$ cat config.mk
export PLATFORM = sky130hd
export DESIGN_NAME = pc_ctrl
export DESIGN_NICKNAME = d
export VERILOG_FILES = /design/src/rtl/pc_pkg.sv /design/src/rtl/pc_target.sv /design/src/rtl/pc_ctrl.sv
export SDC_FILE = /design/constraint.sdc
export NUM_CORES = 1
export LEC_CHECK = 0
export CAP_MARGIN = 30
export CORE_ASPECT_RATIO = 0.9
export CORE_MARGIN = 1.5
export CORE_UTILIZATION = 38
export CTS_CLUSTER_SIZE = 12
export DETAILED_ROUTE_END_ITERATION = 7
export PLACE_DENSITY = 0.76
export SLEW_MARGIN = 0
export SYNTH_ARGS = -nofsm -noshare
export SYNTH_HDL_FRONTEND = slang
export SYNTH_SLANG_ARGS = --single-unit
$ cat constraint.sdc
create_clock -name CLK -period 6.1 [get_ports CLK]
set_clock_uncertainty 0.1 [all_clocks]
set_input_delay 0.61 -clock CLK [delete_from_list [all_inputs] [get_ports CLK]]
set_output_delay 0.61 -clock CLK [all_outputs]
set_load 0.05 [all_outputs]
$ cat src/rtl/pc_pkg.sv
// rtl/pc_pkg.sv - shared opcode constants, control-flow kinds and FSM states for pc_ctrl
//   Contents: OP_JAL / OP_JALR / OP_BRANCH opcodes, cf_kind_t, pc_state_t,
//             decode_cf() opcode-to-kind classifier.
package pc_pkg;

  localparam logic [6:0] OP_JAL    = 7'b1101111;
  localparam logic [6:0] OP_JALR   = 7'b1100111;
  localparam logic [6:0] OP_BRANCH = 7'b1100011;

  typedef enum logic [1:0] {CF_NONE, CF_JAL, CF_JALR, CF_BR} cf_kind_t;
  typedef enum logic {RUN, WAIT} pc_state_t;

  function automatic cf_kind_t decode_cf(input logic [6:0] op);
    cf_kind_t k;
    case (op)
      OP_JAL:    k = CF_JAL;
      OP_JALR:   k = CF_JALR;
      OP_BRANCH: k = CF_BR;
      default:   k = CF_NONE;
    endcase
    return k;
  endfunction

endpackage

$ cat src/rtl/pc_target.sv
// rtl/pc_target.sv - combinational redirect target and misalign detection for a resolved control op
//   i_kind      : kind of the pending control op
//   i_ip        : address of the control op
//   i_up_amt    : signed byte offset (JAL / branch)
//   i_tgt_abs   : absolute target (JALR)
//   i_b_taken   : branch outcome (only meaningful for CF_BR)
//   o_next_ip   : IP to load on resolution (TRAP_VECTOR when misaligned)
//   o_misalign  : taken target has bits[1:0] != 0
module pc_target
  import pc_pkg::*;
#(
  parameter int              XLEN        = 32,
  parameter int              INC         = 4,
  parameter logic [XLEN-1:0] TRAP_VECTOR = XLEN'('h100)
) (
  input  cf_kind_t          i_kind,
  input  logic [XLEN-1:0]   i_ip,
  input  logic [XLEN-1:0]   i_up_amt,
  input  logic [XLEN-1:0]   i_tgt_abs,
  input  logic              i_b_taken,
  output logic [XLEN-1:0]   o_next_ip,
  output logic              o_misalign
);

  logic [XLEN-1:0] w_rel;
  logic [XLEN-1:0] w_abs;
  logic [XLEN-1:0] w_seq;
  logic [XLEN-1:0] w_tgt;
  logic            w_taken;

  always_comb begin
    // Additions wrap modulo 2^XLEN with no detection.
    w_rel   = i_ip + i_up_amt;
    w_abs   = {i_tgt_abs[XLEN-1:1], 1'b0};
    w_seq   = i_ip + XLEN'(INC);
    w_taken = 1'b1;
    w_tgt   = w_rel;
    case (i_kind)
      CF_JALR: w_tgt   = w_abs;
      CF_BR:   w_taken = i_b_taken;
      default: ;
    endcase
    // A not-taken branch falls through to IP+INC and can never trap.
    o_misalign = w_taken && (w_tgt[1:0] != 2'b00);
    if (!w_taken)
      o_next_ip = w_seq;
    else if (o_misalign)
      o_next_ip = TRAP_VECTOR;
    else
      o_next_ip = w_tgt;
  end

endmodule

$ cat src/rtl/pc_ctrl.sv
// rtl/pc_ctrl.sv - program-counter controller holding fetch on control ops until execute resolves them
//   CLK, RESET_N  : clock (rising edge), asynchronous active-low reset
//   OP            : opcode of the instruction at IP
//   stall_in      : hazard hold, freezes IP in RUN
//   resolve_valid : resolution strobe for the pending control op
//   b_taken, up_amt, tgt_abs : resolution payload, sampled with resolve_valid
//   IP, PC_def    : fetch address and its sequential successor (link value)
//   fetch_valid   : instruction at IP is issued this cycle
//   pending       : waiting on resolution
//   misalign      : one-cycle pulse coincident with IP=TRAP_VECTOR
//   wait_cnt      : WAIT cycles so far including the current one, saturating
module pc_ctrl
  import pc_pkg::*;
#(
  parameter int              XLEN         = 32,
  parameter logic [XLEN-1:0] RESET_VECTOR = '0,
  parameter logic [XLEN-1:0] TRAP_VECTOR  = XLEN'('h100),
  parameter int              INC          = 4
) (
  input  logic              CLK,
  input  logic              RESET_N,
  input  logic [6:0]        OP,
  input  logic              stall_in,
  input  logic              resolve_valid,
  input  logic              b_taken,
  input  logic [XLEN-1:0]   up_amt,
  input  logic [XLEN-1:0]   tgt_abs,
  output logic [XLEN-1:0]   IP,
  output logic [XLEN-1:0]   PC_def,
  output logic              fetch_valid,
  output logic              pending,
  output logic              misalign,
  output logic [7:0]        wait_cnt
);

  pc_state_t       r_state,    w_state_nxt;
  cf_kind_t        r_kind,     w_kind_nxt;
  logic [XLEN-1:0] r_ip,       w_ip_nxt;
  logic [7:0]      r_wait_cnt, w_cnt_nxt;
  logic            r_misalign, w_mis_nxt;
  logic            w_fetch_valid;
  cf_kind_t        w_op_kind;
  logic [XLEN-1:0] w_tgt_ip;
  logic            w_tgt_mis;

  assign w_op_kind = decode_cf(OP);

  pc_target #(
    .XLEN        (XLEN),
    .INC         (INC),
    .TRAP_VECTOR (TRAP_VECTOR)
  ) u_target (
    .i_kind     (r_kind),
    .i_ip       (r_ip),
    .i_up_amt   (up_amt),
    .i_tgt_abs  (tgt_abs),
    .i_b_taken  (b_taken),
    .o_next_ip  (w_tgt_ip),
    .o_misalign (w_tgt_mis)
  );

  always_ff @(posedge CLK or negedge RESET_N) begin
    if (!RESET_N) begin
      r_state    <= RUN;
      r_kind     <= CF_NONE;
      r_ip       <= RESET_VECTOR;
      r_wait_cnt <= 8'd0;
      r_misalign <= 1'b0;
    end else begin
      r_state    <= w_state_nxt;
      r_kind     <= w_kind_nxt;
      r_ip       <= w_ip_nxt;
      r_wait_cnt <= w_cnt_nxt;
      r_misalign <= w_mis_nxt;
    end
  end

  always_comb begin
    w_state_nxt   = r_state;
    w_kind_nxt    = r_kind;
    w_ip_nxt      = r_ip;
    w_cnt_nxt     = r_wait_cnt;
    w_mis_nxt     = 1'b0;
    w_fetch_valid = 1'b0;
    case (r_state)
      RUN: begin
        // resolve_valid is deliberately not looked at here.
        if (!stall_in) begin
          w_fetch_valid = 1'b1;
          if (w_op_kind != CF_NONE) begin
            w_kind_nxt  = w_op_kind;
            w_state_nxt = WAIT;
            // Counts the WAIT cycle being entered, so it reads 1 in the first WAIT cycle.
            w_cnt_nxt   = 8'd1;
          end else begin
            w_ip_nxt = r_ip + XLEN'(INC);
          end
        end
      end
      WAIT: begin
        if (resolve_valid) begin
          w_ip_nxt    = w_tgt_ip;
          w_mis_nxt   = w_tgt_mis;
          w_state_nxt = RUN;
          w_kind_nxt  = CF_NONE;
          w_cnt_nxt   = 8'd0;
        end else if (r_wait_cnt != 8'hFF) begin
          w_cnt_nxt = r_wait_cnt + 8'd1;
        end
      end
      default: w_state_nxt = RUN;
    endcase
  end

  assign IP          = r_ip;
  assign PC_def      = r_ip + XLEN'(INC);
  assign fetch_valid = w_fetch_valid;
  assign pending     = (r_state == WAIT);
  assign misalign    = r_misalign;
  assign wait_cnt    = r_wait_cnt;

endmodule

==> impl_metrics.toml <==
[outcome]
status = "complete, no violations"

[floorplanning]
die_w_microns = 119.9
die-area_sq_um = 12980
rows = 38
initial_utilization_pct = 38.86
floorplan.io_pins = 151
placeableCoreArea_sq_um = 12030
die_y_microns = 108.2

[critical_path]
crit_family = "simple AND/OR/NAND/NOR gates"
regToRegStartpoint = "IP[0]$_DFFE_PN0P_"
cpMaxStageDelayCell = "clkdlybuf4s50_1"
path_cells = "nand4_1 -> nor4_4 -> nand4_2 -> nor3_1 -> xor2_1 -> clkdlybuf4s50_1"
critPathMaxFanout = 9
crit_arrival_ns = 3.50
worstRegToRegCells = 10
critPathKind = "flop to output port"
worstPathRequired_ns = 5.39
critPathLaunchType = "flop"
r2r_slack_ns = 2.40
crit_end = "PC_def[31]"
path_depth = 6
crit_start = "IP[4]$_DFFE_PN0P_"
r2r_end = "IP[23]$_DFFE_PN0P_"
end_kind = "output port"
critPathBufInv = 1
critical-path-max-stage-delay_ns = 0.84

[power_and_ir_drop]
seqPwrFrac_pct = 17.1
p_leak_nw = 2.626
power_density_nw_per_um2 = 531.9
power_frac_clock_pct = 8.3
power.internal_mw = 1.488
ir_drop_mv = 0.2772
comb_power_share_pct = 74.6
switching_share_pct = 56.72
switching_power_mw = 1.950

[placed_design]
dp_slack_ns = 1.826
port_buffers = 149
post-dp-hpwl_microns = 12380
place_congestion = 0.9503

[sta]
totalNegativeSetupSlack_ns = 0
fmax_ghz = 0.2376
fin_ws_ns = 1.892
slew_headroom_pct = 26.07
max_slew.worst_pin.slew_ns = 1.105
timing.final.crit_share_pct = 68.98
rsz0062_at_grt = "no"
min_period_ns = 4.208
finalSetupViolations = 0
hold_violations = 0
slew_viol_final = 0

[clocking]
cts_hold_buffers = 0
clk_path_buf_depth = 2
cts_resized = 0
cts_tree = "done"
post_cts_buffers = 0
clk_pin_slew_ns = 0.07
root_buffer = "clkbuf_16"
cts_made_buffers = 5
cts_sinks = 44
worstSkewPairLatency_ns = 0.30
htreeDepth = 2

[drt]
vias_per_cell = 5.930
vias = 5337
dr.pass1.iters = 5
drc = 0
drtAntennaViolNets = 0
wl_per_cell_microns = 18.26
wirelength_microns = 16430
drtIter0Drc = 334

[synthesis]
yosysWarnings = 0
synthSimpleGateAreaFrac_pct = 24.41
synthMuxAreaShare_pct = 0.7495
ys_seq_elements = 44
synthAdderAreaFrac_pct = 9.261
ys.flop_type = "dfrtp_1"
yosysSeqAreaShare_pct = 23.55
synthArstFlopShare_pct = 100.0
synth_xor_area_share_pct = 10.49
synth_top_family_by_area = "compound AO/OA/AOI/OAI gates"
syn-cell-area_sq_um = 4674
synth_cell_types = 70
postSynthCellCount = 605
synth_fp_nets = 715
synth-edff-count = 0
avgSynthCellArea_sq_um = 7.726
synth_compound_area_share_pct = 27.62

[cells_and_area]
n_antenna_cell = 0
syn2layout_area_growth_pct = 38.25
mostFrequentLayoutCell = "clkdlybuf4s50_1"
final_cell_mix = "148 x clkdlybuf4s50_1, 63 x nand2_1, 60 x nor2_1"
nFillCells = 1153
drive_gt1_share_pct = 3.649
nets = 849

[global_routing]
grt.total_usage_pct = 24.93
grt_max_degree = 36
grt_pass1_wl_microns = 25880
grt_pass1_vias = 5165
antenna_found_initial = 0
overflow = 0

[min_path]
hold_class = "primary input to async pin"

[job]
maxCapViolCount = 0
## metal layers
metal,routed length [microns],GRT usage (%),share of wire [%],vias up
met5,0,0,0,-
met4,340,8.248,2.1,0
met3,1340,4.852,8.2,35
met2,7618,41.18,46,238
met1,7131,32.76,43,2528
li1,-,-,-,2536
## cells in the mapped netlist (4+ instances only)
master	count	share of area (%)
a21o_1	15	2.4
xnor2_1	32	6.0
nand2b_1	5	0.67
a222oi_1	4	0.86
o21a_1	8	1.3
nor2_1	60	4.8
inv_1	17	1.4
and4_1	8	1.5
ha_1	33	8.8
xor2_1	24	4.5
clkbuf_1	24	1.9
nor3_1	20	2.1
nand2_1	63	5.1
dfrtp_1	44	24
o211ai_1	6	0.96
a221o_1	5	1.1
nand4_1	14	1.9
a211oi_1	4	0.64
and3_1	13	1.7
nor2b_1	9	1.2
nand3_1	19	2.0
o21ai_0	34	3.6
a21oi_1	54	5.8
a31oi_1	7	0.94
a221oi_1	11	2.1
nor4_1	4	0.54
## worst min path at each step
stage	to	slack (ns)	cells after the start
after floorplan	IP[0]$_DFFE_PN0P_	0.21	0
after global placement	wait_cnt[5]$_DFFE_PN0P_	0.45	2
after detailed placement	wait_cnt[5]$_DFFE_PN0P_	0.45	2
after CTS	wait_cnt[5]$_DFFE_PN0P_	0.22	1
after global routing	wait_cnt[5]$_DFFE_PN0P_	0.24	1
final	wait_cnt[5]$_DFFE_PN0P_	0.21	1
## power by group through the flow
stage	clock, mW	combinational, mW	sequential, mW
after floorplan	0	1.50	0.872
after global placement	0	2.50	0.579
after detailed placement	0	2.54	0.586
after CTS	0.292	2.55	0.581
after global routing	0.307	2.74	0.608
final	0.285	2.57	0.586
## worst register-to-register path, stage by stage (launching register included)
cell      delay (ns)
dfrtp_1         0.40
ha_1            0.19
inv_1           0.05
fa_1            0.46
nor2b_1         0.13
a21oi_1         0.05
a21oi_1         0.34
nand2_1         0.36
nor2_1          0.94
nand2_1         0.35
o211ai_1        0.25
## final cells by class
type | instances | area, sq um | area share [%]
sequential | 44 | 1101 | 17.04
timing repair buffer | 156 | 1551 | 24.01
tap | 160 | 200.2 | 3.098
clock buffer | 5 | 125.1 | 1.936
multi-input combinational | 515 | 3397 | 52.57
clock inverter | 3 | 23.77 | 0.3679
inverter | 17 | 63.81 | 0.9874
## kinds of logic (layout without fill, tap and decap cells)
family | count (synthesis) | count (layout)
adder cells (fa/ha/maj) | 34 | 34
AND/OR/NAND/NOR | 231 | 231
buffers and inverters | 46 | 181
XOR/XNOR | 56 | 56
AO/OA/AOI/OAI | 191 | 191
flip-flops | 44 | 44
multiplexers | 3 | 3
## state kept, by name, summed over array words and instances (netlist names)
name	flops
IP	32
misalign	1
pending	1
r_kind	2
wait_cnt	8
## metrics by stage
step	area [sq um]	total power [mW]	util (%)	hold slack [ns]	instances
after floorplan	4674	2.369	-	0.2144	605
after global placement	6286	3.082	52.26	0.4537	890
after detailed placement	6314	3.124	52.49	0.4511	892
after CTS	6462	3.423	53.72	0.2201	900
after global routing	6462	3.657	53.72	0.2365	900
final	6462	3.437	53.72	0.2063	900
No activity file was read; power rests on OpenSTA's default activity.
